File: src/rtl/uart_tx_serializer.sv
// uart_tx_serializer: valid/ready byte stream to asynchronous serial frames on tx.
// Frame is start, DATA_BITS data (LSB first), optional parity, STOP_BITS stop bits.
module uart_tx_serializer #(
   parameter int DATA_BITS  = 8,
   parameter int DIVISOR    = 868,
   parameter int PARITY_EN  = 0,
   parameter int PARITY_ODD = 0,
   parameter int STOP_BITS  = 1
) (
   input  logic                 s_clk,
   input  logic                 s_rst_n,
   input  logic                 s_valid,
   output logic                 s_ready,
   input  logic [DATA_BITS-1:0] s_data,
   output logic                 tx,
   output logic                 busy,
   output logic                 tx_done
);
   localparam int DW = $clog2(DIVISOR);

   typedef enum logic [2:0] {IDLE, START, DATA, PARITY, STOP} state_t;

   state_t               state_q, state_d;
   logic [DW-1:0]        div_q, div_d;
   logic [2:0]           bit_q, bit_d;
   logic [DATA_BITS-1:0] shift_q, shift_d;
   logic                 par_q, par_d;
   logic                 tx_q, tx_d;
   logic                 busy_q, busy_d;
   logic                 done_q, done_d;
   logic                 bit_end;

   assign bit_end = div_q == DW'(DIVISOR - 1);
   assign s_ready = (state_q == IDLE) & s_rst_n;
   assign tx      = tx_q;
   assign busy    = busy_q;
   assign tx_done = done_q;

   always_comb begin
      state_d = state_q;
      div_d   = div_q;
      bit_d   = bit_q;
      shift_d = shift_q;
      par_d   = par_q;
      done_d  = 1'b0;
      if (state_q != IDLE) div_d = bit_end ? '0 : div_q + DW'(1);
      case (state_q)
         IDLE: if (s_valid & s_ready) begin
            shift_d = s_data;
            par_d   = ^s_data ^ (PARITY_ODD != 0);
            div_d   = '0;
            bit_d   = '0;
            state_d = START;
         end
         START: if (bit_end) state_d = DATA;
         DATA: if (bit_end) begin
            shift_d = shift_q >> 1;
            bit_d   = bit_q + 3'd1;
            if (bit_q == 3'(DATA_BITS - 1)) begin
               bit_d   = '0;
               state_d = (PARITY_EN != 0) ? PARITY : STOP;
            end
         end
         PARITY: if (bit_end) state_d = STOP;
         STOP: if (bit_end) begin
            bit_d = bit_q + 3'd1;
            if (bit_q == 3'(STOP_BITS - 1)) begin
               bit_d   = '0;
               state_d = IDLE;
               done_d  = 1'b1;
            end
         end
         default: state_d = IDLE;
      endcase
      busy_d = state_d != IDLE;
      // tx follows the current state, so the line lags the state register by one cycle
      tx_d = (state_q == START)  ? 1'b0 :
             (state_q == DATA)   ? shift_q[0] :
             (state_q == PARITY) ? par_q : 1'b1;
   end

   always_ff @(posedge s_clk) begin
      if (!s_rst_n) begin
         state_q <= IDLE;
         div_q   <= '0;
         bit_q   <= '0;
         shift_q <= '0;
         par_q   <= 1'b0;
         tx_q    <= 1'b1;
         busy_q  <= 1'b0;
         done_q  <= 1'b0;
      end else begin
         state_q <= state_d;
         div_q   <= div_d;
         bit_q   <= bit_d;
         shift_q <= shift_d;
         par_q   <= par_d;
         tx_q    <= tx_d;
         busy_q  <= busy_d;
         done_q  <= done_d;
      end
   end
endmodule

File: config.mk
export PLATFORM = sky130hd
export DESIGN_NAME = uart_tx_serializer
export DESIGN_NICKNAME = d
export VERILOG_FILES = /design/src/rtl/uart_tx_serializer.sv
export SDC_FILE = /design/constraint.sdc
export NUM_CORES = 1
export LEC_CHECK = 0
export CORE_ASPECT_RATIO = 0.5
export CORE_MARGIN = 5
export CORE_UTILIZATION = 45
export DETAILED_ROUTE_END_ITERATION = 10
export PLACE_DENSITY = 0.66
export SLEW_MARGIN = 10
export SYNTH_ARGS = -nofsm -noshare
export SYNTH_HDL_FRONTEND = slang
export SYNTH_SLANG_ARGS = --single-unit
File: constraint.sdc
create_clock -name s_clk -period 4.1 [get_ports s_clk]
set_clock_uncertainty 0.1 [all_clocks]
set_input_delay 0.41 -clock s_clk [delete_from_list [all_inputs] [get_ports s_clk]]
set_output_delay 0.41 -clock s_clk [all_outputs]
set_load 0.005 [all_outputs]
# == After elaboration in Yosys (flattened, before gate mapping) ==
# Cells that the tools add are included.
# totals
register_bits,28
input_bits,11
out_inout_bits,4
elab_cells,57
# classes
addsub,2
n_eq_ne,9
muxes,25
bitwise,2
n_reduce_logical,11
# op_table
op,n
$mux 10,4
$mux 3,12
$mux 8,2
$pmux 8 s2,1
$pmux 3 s5,1
$add 10x1->10 const B,1
$eq 10x10->1 const B,1
$pmux 3 s3,1
$reduce_bool 3->1,3
$reduce_xor 8->1,1
$eq 3x2->1 const B,2
$eq 3x3->1 const B,2
$logic_not 3->1,2
$reduce_and 3->1,2
$mux 1,4
$ne 2x2->1 const B,2
$reduce_and 4->1,1
$add 3x1->3 const B,1
$eq 3x1->1 const B,1
$and 1x1->1,2
$ne 2x1->1 const B,1
$reduce_and 2->1,1
$reduce_bool 2->1,1

# == Longest topological paths before layout ==
# Gate-level depths: netlist (run 1).
# logic_depth
depth_word,6
mapped_depth,8
mapped_depth_nobuf,7

# == Worst setup path before layout (run 1) ==
# OpenSTA, ideal clock, no wires.
# synth_timing
path_type,register to register
startpoint,register div_q[0]
endpoint,register bit_q[1]
setup_time_ps,70
t_arrival_ps,2426
t_required_ps,3930
setup_slack_ps,1504
stages_incl_launch_ff,8
n_path_buf,1
synth_period_minus_slack_ps,2596
path_cell_list,dfxtp_1 ha_1 or3b_1 or4_1 buf_2 o31a_1 or4b_1 a21oi_1
# synth_between
elab_chain_cells,3
elab_cells_between_ends,4
cone_classes,3 x eq/ne; 1 x reduce/logical
# synth_rtl
element,line_no,text
from (decl),24,"logic [DW-1:0] div_q, div_d;"
from (signal assigned),94,div_q <= div_d;
$eq 10x10->1 (*),33,assign bit_end = div_q == DW'(DIVISOR - 1);
$ne 2x2->1 (no line),-,
$reduce_and 4->1 (no line) (*),-,
to (signal assigned),95,bit_q <= bit_d;
to (decl),25,"logic [2:0] bit_q, bit_d;"
# Mark *: on every way between the ends. The rest lies on a longest branch, timed or not.
# A chain may end at the register's enable or synchronous reset.

# == Worst setup path in the final report (run 1) ==
# layout_timing
startpoint,register div_q[0]
endpoint,register shift_q[3]
# layout_between
elab_chain_cells,3
# layout_rtl
element,line_no,text
$eq 10x10->1,33,
$ne 2x2->1 (no line),-,
$reduce_and 3->1 (no line),-,
to (signal assigned),96,shift_q <= shift_d;
to (decl),26,"logic [DATA_BITS-1:0] shift_q, shift_d;"
# No other way between the ends.

==> impl_metrics.tcl, run 1 <==
set metrics [dict create \
    routed_wl_um 2990 \
    placement.io_buffers 14 \
    r2r_cells 6 \
    initial_utilization_pct 47.3 \
    yosys_warnings 0 \
    tritoncts "built" \
    crit-reg2reg-capture "shift_q[3]" \
    h-tree-depth 1 \
    cts-resized-gates 0 \
    dr.pass1.iters 4 \
    sequential_fraction_of_the_synthesis_area_pct 39.3 \
    hold_buffers 0 \
    cts.reportedPaths.clkPinSlew_ns 0.10 \
    mean_routed_wirelength_per_cell_um 13.5 \
    core.rowCount 14 \
    postRouteAntennaNets 0 \
    required_ns 4.19 \
    num_vias 1241 \
    drt-initial-drc-count 46 \
    synth_fp_nets 190 \
    first_pass_grt_wire_length_um 5290 \
    critPathCaptureType "register" \
    grt_max_degree 23 \
    antenna-diode-count 0 \
    synth_cells 175 \
    floorplan.core_area_sq_um 3010 \
    clock_root_buffer "sky130_fd_sc_hd__clkbuf_8" \
    antenna_found_initial 0 \
    preCtsSetupSlack_ns 1.17 \
    post-route-min-period_ns 2.98 \
    utilization_pct 53.7 \
    dieWidth_um 89.6 \
    final_max_slew_viol_count 0 \
    p_seq_share_pct 57.0 \
    cellInternalPower_uw 384 \
    rsz_0062_raised_after_global_routing "no" \
    synth_cell_types 32 \
    post-layout-total-power_uw 517 \
    finalSetupViolations 0 \
    worst_hold_path_type "register to register" \
    n_fill_cell 305 \
    grt_remaining_overflow 0 \
    powerDensity_nw_per_um2 319 \
    grt_use_total_pct 15.2 \
    flow.area_growth_from_synthesis_pct 13.4 \
    worst_r2r_startpoint "div_q[0]" \
    clkSinkCount 28 \
    fmax_mhz 336 \
    design.final.nets 199 \
    vias_in_the_first_global_route 1156 \
    post_cts_buffers 0 \
    final_hold_viol_count 0 \
    drc 0 \
    drive_gt1_share_pct 2.20 \
    cts_buffer_depth 2 \
    critical_path_arrival_ns 3.07 \
    switchingPower_uw 132 \
    finalWeightedCongestion 0.810 \
    finalWorstSetupSlack_ns 1.12 \
    hold_path_end "par_q" \
    timing.slew.headroom_pct 40.5 \
    dieHeight_um 49.8 \
    num_io_pins 15 \
    post-dp-hpwl_um 2130 \
    synthesized_area_per_cell_sq_um 8.15 \
    leakagePower_uw 0.000521 \
    timing.hold.worst_path_depth 2 \
    worst_ir_drop_vdd_uv 128 \
    setup-tns-final_ns 0 \
    viasPerCell 5.59 \
    hp-start "par_q" \
    insertion_delay_ns 0.28 \
    synth_seq_cells 28 \
    final_clock_period_utilization_by_the_worst_path_pct 72.7 \
    power.combinational.fraction_pct 13.6 \
    die-area_sq_um 4460 \
    tightestPinTransition_ns 0.887 \
    setup.worst_path.class "register to register" \
    path_max_fanout 14 \
    r2r_setup_slack_ns 1.12 \
    outcome "completed" \
    switching_share_pct 25.6 \
    cts_inserted_buffers 3 \
    clockPowerShare_pct 29.3 \
    maxCapViolCount 0 \
    crit_path_start_kind "register" \
    netlist_area_sq_um 1430 \
]
==> placed cells by master, fill, tap and decap left out, drive strengths merged <==
master	instances
nand3	9
inv	4
a21oi	7
o31ai	2
nor3b	3
a311oi	10
nor3	1
or3b	1
nand3b	2
ha	4
or4b	1
clkbuf	3
nand4	2
o32a	1
o31a	1
o21ai	11
nand2b	4
dfxtp	28
xnor2	10
a41oi	2
clkdlybuf4s50	14
a31oi	2
mux2i	2
xor2	3
o21a	2
nor2	28
nor4	2
nand2	17
or3	3
or4	2
and3	1
==> routing by layer <==
layer	routed length (um)	global-route usage (%)
met5	0	0
met1	1450	18.4
met3	93	4.99
met4	25	3.71
met2	1430	25.7
==> worst max path at each step <==
| stage | endpoint | from | cells past startpoint |
|---|---|---|---|
| floorplan | bit_q[1] | div_q[0] | 7 |
| global placement | shift_q[6] | div_q[0] | 6 |
| detailed placement | shift_q[6] | div_q[0] | 6 |
| CTS | shift_q[6] | div_q[0] | 6 |
| global route | shift_q[4] | div_q[0] | 6 |
| finish | shift_q[3] | div_q[0] | 6 |
==> cell usage after synthesis <==
cell	instances	area share, %
sky130_fd_sc_hd__o21a_1	2	1.1
sky130_fd_sc_hd__o31ai_1	1	0.53
sky130_fd_sc_hd__nand4_1	2	0.88
sky130_fd_sc_hd__nand3b_1	2	1.1
sky130_fd_sc_hd__or3b_1	1	0.61
sky130_fd_sc_hd__mux2i_1	2	1.4
sky130_fd_sc_hd__or4b_1	1	0.70
sky130_fd_sc_hd__dfxtp_1	28	39
sky130_fd_sc_hd__buf_2	2	0.70
sky130_fd_sc_hd__nor3_1	1	0.35
sky130_fd_sc_hd__ha_1	4	3.5
sky130_fd_sc_hd__xor2_1	3	1.8
sky130_fd_sc_hd__a41oi_1	2	1.2
sky130_fd_sc_hd__o31a_1	1	0.61
sky130_fd_sc_hd__nor4_1	2	0.88
sky130_fd_sc_hd__nor3b_1	3	1.6
sky130_fd_sc_hd__xnor2_1	10	6.1
sky130_fd_sc_hd__or3_1	3	1.3
sky130_fd_sc_hd__and3_1	1	0.44
sky130_fd_sc_hd__nand2_1	17	4.5
sky130_fd_sc_hd__a21oi_1	7	2.5
sky130_fd_sc_hd__nor2_1	28	7.4
sky130_fd_sc_hd__nand3_1	9	3.2
sky130_fd_sc_hd__nand2b_1	4	1.8
sky130_fd_sc_hd__a31oi_1	2	0.88
sky130_fd_sc_hd__o32a_1	1	0.70
sky130_fd_sc_hd__o31ai_2	1	0.88
sky130_fd_sc_hd__inv_1	4	1.1
sky130_fd_sc_hd__or4_1	2	1.1
sky130_fd_sc_hd__a311oi_1	10	6.1
sky130_fd_sc_hd__o21ai_0	11	3.9
sky130_fd_sc_hd__clkbuf_1	8	2.1
==> registers in the layout, indices dropped and copies added (netlist names) <==
| register | flops |
|---|---|
| bit_q | 3 |
| busy | 1 |
| div_q | 10 |
| par_q | 1 |
| shift_q | 8 |
| state_q | 3 |
| tx | 1 |
| tx_done | 1 |
==> power groups by stage <==
| stage | clock network, uW | registers (uW) | logic [uW] |
|---|---|---|---|
| after floorplan | 0 | 295 | 49.8 |
| final | 152 | 295 | 70.5 |
| after global routing | 169 | 297 | 79.1 |
| after CTS | 159 | 295 | 70.9 |
| after detailed placement | 0 | 301 | 70.7 |
| after global placement | 0 | 301 | 69.2 |
==> through the flow <==
| stage | instances | hold WS, ns | instance area, sq um |
|---|---|---|---|
| 6_report | 222 | 0.380 | 1620 |
| 5_1_grt | 222 | 0.404 | 1620 |
| 4_1_cts | 222 | 0.384 | 1620 |
| 3_5_place_dp | 219 | 0.370 | 1580 |
| 3_3_place_gp | 219 | 0.363 | 1580 |
| 2_1_floorplan | 175 | 0.343 | 1430 |
==> cells by family after synthesis <==
kind of cell / share of synthesized area, %
muxes: 1.40
DFF: 39.3
buffers and inverters: 3.86
and+or+nand+nor: 25.6
xor gates and xnor gates: 7.98
adders and majority gates: 3.51
AOI/OAI and AO/OA: 18.3
==> cell type report <==
cell class                 count  area (sq um)  area share [%]
multi-input combinational    133           811            50.1
timing repair buffer          14           140            8.66
tap                           40          50.0            3.09
inverter                       4          15.0           0.928
clock buffer                   3          41.3            2.55
sequential                    28           561            34.6
==> worst max-delay path, stage by stage (launching register included) <==
cell and delay (ns):
sky130_fd_sc_hd__dfxtp_1 0.40, sky130_fd_sc_hd__ha_1 0.26, sky130_fd_sc_hd__or3b_1 0.38, sky130_fd_sc_hd__or4_1 0.58, sky130_fd_sc_hd__o31ai_2 0.81, sky130_fd_sc_hd__nor2_1 0.09
sky130_fd_sc_hd__a311oi_1 0.28
Note: power is estimated with default switching activity, not from simulation.
==> run 2: changes to the inputs <==
--- a/config.mk
+++ b/config.mk
@@ -9,7 +9,7 @@
 export CORE_MARGIN = 5
 export CORE_UTILIZATION = 45
 export DETAILED_ROUTE_END_ITERATION = 10
-export PLACE_DENSITY = 0.66
+export PLACE_DENSITY = 0.68
 export SLEW_MARGIN = 10
 export SYNTH_ARGS = -nofsm -noshare
 export SYNTH_HDL_FRONTEND = slang
==> constraint.sdc (replaced) <==
create_clock -name s_clk -period 2.7 [get_ports s_clk]
set_clock_uncertainty 0.1 [all_clocks]
set_input_delay 0.27 -clock s_clk [delete_from_list [all_inputs] [get_ports s_clk]]
set_output_delay 0.27 -clock s_clk [all_outputs]
set_load 0.005 [all_outputs]
==> run 2 against run 1 <==
Global-route usage is 0.97 points lower. Die area stayed put. Final area is 5.6% higher. Routed wire length is 2.9% higher. Sequential share of layout area is 1.8 points lower. Worst setup slack worse by 1.0 ns. Register-to-register slack worse by 1.0 ns. Via count is 2.3% higher. First-iteration DRC count is 2.2% lower. Critical endpoint is now bit_q[1]. Largest cell class unchanged.
==> impl_metrics.tcl, run 2 (same netlist as run 1, synthesis figures left out) <==
set metrics [dict create \
    outcome "completed" \
    r2r_setup_slack_ns 0.08 \
    r2r_cells 6 \
    most_used_routing_layer_in_global_routing "met2" \
    insertion_delay_ns 0.28 \
    worst_ir_drop_vdd_uv 235 \
    vias_in_the_first_global_route 1102 \
    post-layout-total-power_uw 901 \
    cts_buffer_depth 2 \
    dieHeight_um 49.8 \
    finalInstanceArea_sq_um 1710 \
    viasPerCell 5.52 \
    critPathCaptureType "register" \
    max_flop_register "div_q" \
    cp_num_cells 6 \
    crit_path_start_kind "register" \
    drt-initial-drc-count 45 \
    placement.io_buffers 14 \
    worst_r2r_startpoint "div_q[1]" \
    core.rowCount 14 \
    preCtsSetupSlack_ns 0.0549 \
    clock_root_buffer "sky130_fd_sc_hd__clkbuf_8" \
    most-common-layout-cells "sky130_fd_sc_hd__nor2_1, sky130_fd_sc_hd__dfxtp_1, sky130_fd_sc_hd__nand2_1, sky130_fd_sc_hd__clkdlybuf4s50_1, sky130_fd_sc_hd__o21ai_0" \
    post-route-min-period_ns 2.62 \
    fmax_mhz 382 \
    floorplan.core_area_sq_um 3010 \
    path_max_fanout 5 \
    required_ns 2.82 \
    finalWorstSetupSlack_ns 0.0810 \
    post-dp-hpwl_um 2160 \
    leakagePower_uw 0.000566 \
    clkSinkCount 28 \
    final_hold_viol_count 0 \
    switchingPower_uw 211 \
    largest_register_ffs 10 \
    antenna_found_initial 0 \
    most_frequent_standard_cell_in_the_layout_excluding_fill_and_tap_cells "sky130_fd_sc_hd__nor2_1" \
    worstPathCellList "ha_2 > or3b_1 > or4_1 > o31a_1 > or4b_1 > a21oi_1" \
    grt_use_met1_pct 19.5 \
    first_pass_grt_wire_length_um 5040 \
    postRouteAntennaNets 0 \
    routed_wl_um 3080 \
    critical_path.slowest_cell "sky130_fd_sc_hd__or4b_1" \
    tightestPinTransition_ns 0.673 \
    h-tree-depth 1 \
    dieWidth_um 89.6 \
    clockPowerShare_pct 37.4 \
    n_fill_cell 289 \
    critical_path_buffers_and_inverters 0 \
    cpPeakStageDelay_ns 0.51 \
    place_area_sq_um 1630 \
    initial_utilization_pct 47.3 \
    grt_max_degree 23 \
    final_max_slew_viol_count 0 \
    met3_use_gr_pct 4.49 \
    timing.slew.headroom_pct 55.0 \
    critical_path_arrival_ns 2.74 \
    cts.reportedPaths.clkPinSlew_ns 0.10 \
    drc 0 \
    grt_use_total_pct 14.2 \
    mean_routed_wirelength_per_cell_um 13.4 \
    routing_usage_on_met2_pct 22.5 \
    cellInternalPower_uw 690 \
    num_vias 1269 \
    p_seq_share_pct 49.8 \
    setup.worst_path.class "register to register" \
    timing.critical_path.to "bit_q[1]" \
    switching_share_pct 23.4 \
    crit-reg2reg-capture "bit_q[1]" \
    utilization_pct 56.7 \
    maxCapViolCount 0 \
    power.combinational.fraction_pct 12.9 \
    dr.pass1.iters 4 \
    final_clock_period_utilization_by_the_worst_path_pct 97.0 \
    worst_setup_path_startpoint "div_q[1]" \
    worst_hold_path_type "register to register" \
    flow.area_growth_from_synthesis_pct 19.7 \
    cts_inserted_buffers 3 \
    grt_remaining_overflow 0 \
    setup-tns-final_ns 0 \
    powerDensity_nw_per_um2 528 \
    drive_gt1_share_pct 7.37 \
    finalWeightedCongestion 0.750 \
    reg_top3 "div_q x10, shift_q x8" \
    die-area_sq_um 4460 \
    tritoncts "built" \
    worst_path_dominant_cell_family "simple AND/OR/NAND/NOR gates" \
    finalSetupViolations 0 \
    antenna-diode-count 0 \
    design.final.nets 206 \
    num_io_pins 15 \
]
## run 2: cell types whose count changed in the layout (fill, tap and decap cells not counted), sizes merged
cell | previous run | this run
bufinv | 0 | 1
buf | 0 | 7
## run 2: routing by layer
metal	share of wire [%]	vias up
li1	-	657
met1	52	596
met2	45	14
met3	3.2	2
met4	0.23	0
met5	0	-
## run 2: final cells by class
| class | count | area (sq um) | area share (%) |
|---|---|---|---|
| sequential | 28 | 562 | 32.9 |
| timing repair buffer | 21 | 196 | 11.5 |
| clock inverter | 1 | 30.0 | 1.76 |
| tap | 40 | 50.0 | 2.93 |
| multi-input combinational | 133 | 813 | 47.6 |
| inverter | 4 | 15.0 | 0.879 |
| clock buffer | 3 | 41.3 | 2.42 |
## run 2: how the worst min path moves through the flow
stage	startpoint	endpoint	slack (ns)	cells past startpoint
after floorplan	s_rst_n	par_q	0.31	2
final	shift_q[3]	shift_q[2]	0.38	2
after detailed placement	shift_q[3]	shift_q[2]	0.37	2
after CTS	shift_q[3]	shift_q[2]	0.39	2
after global routing	bit_q[1]	bit_q[1]	0.42	2
after global placement	par_q	par_q	0.36	2
## run 2: worst reg2reg max path, stage by stage (launching register included)
cell and delay [ns]:
sky130_fd_sc_hd__dfxtp_1 0.39, sky130_fd_sc_hd__ha_2 0.24, sky130_fd_sc_hd__or3b_1 0.37, sky130_fd_sc_hd__or4_1 0.45, sky130_fd_sc_hd__o31a_1 0.36, sky130_fd_sc_hd__or4b_1 0.51
sky130_fd_sc_hd__a21oi_1 0.14
## run 2: power groups by stage
stage	combinational [uW]	sequential (uW)	clock (uW)
after floorplan	75.6	448	0
after global placement	113	457	0
after detailed placement	115	458	0
after CTS	116	448	347
after global routing	128	452	362
final	116	448	337
## run 2: repair_timing
item	CTS	global route
hold buffers	0	0
resized for setup	0	3
endpoints found under the setup margin	0	8
setup buffers	0	0
## run 2: stage by stage
| step | hold slack (ns) | instances |
|---|---|---|
| after floorplan | 0.309 | 175 |
| after global placement | 0.360 | 226 |
| after detailed placement | 0.372 | 226 |
| after CTS | 0.387 | 230 |
| after global routing | 0.418 | 230 |
| final | 0.385 | 230 |
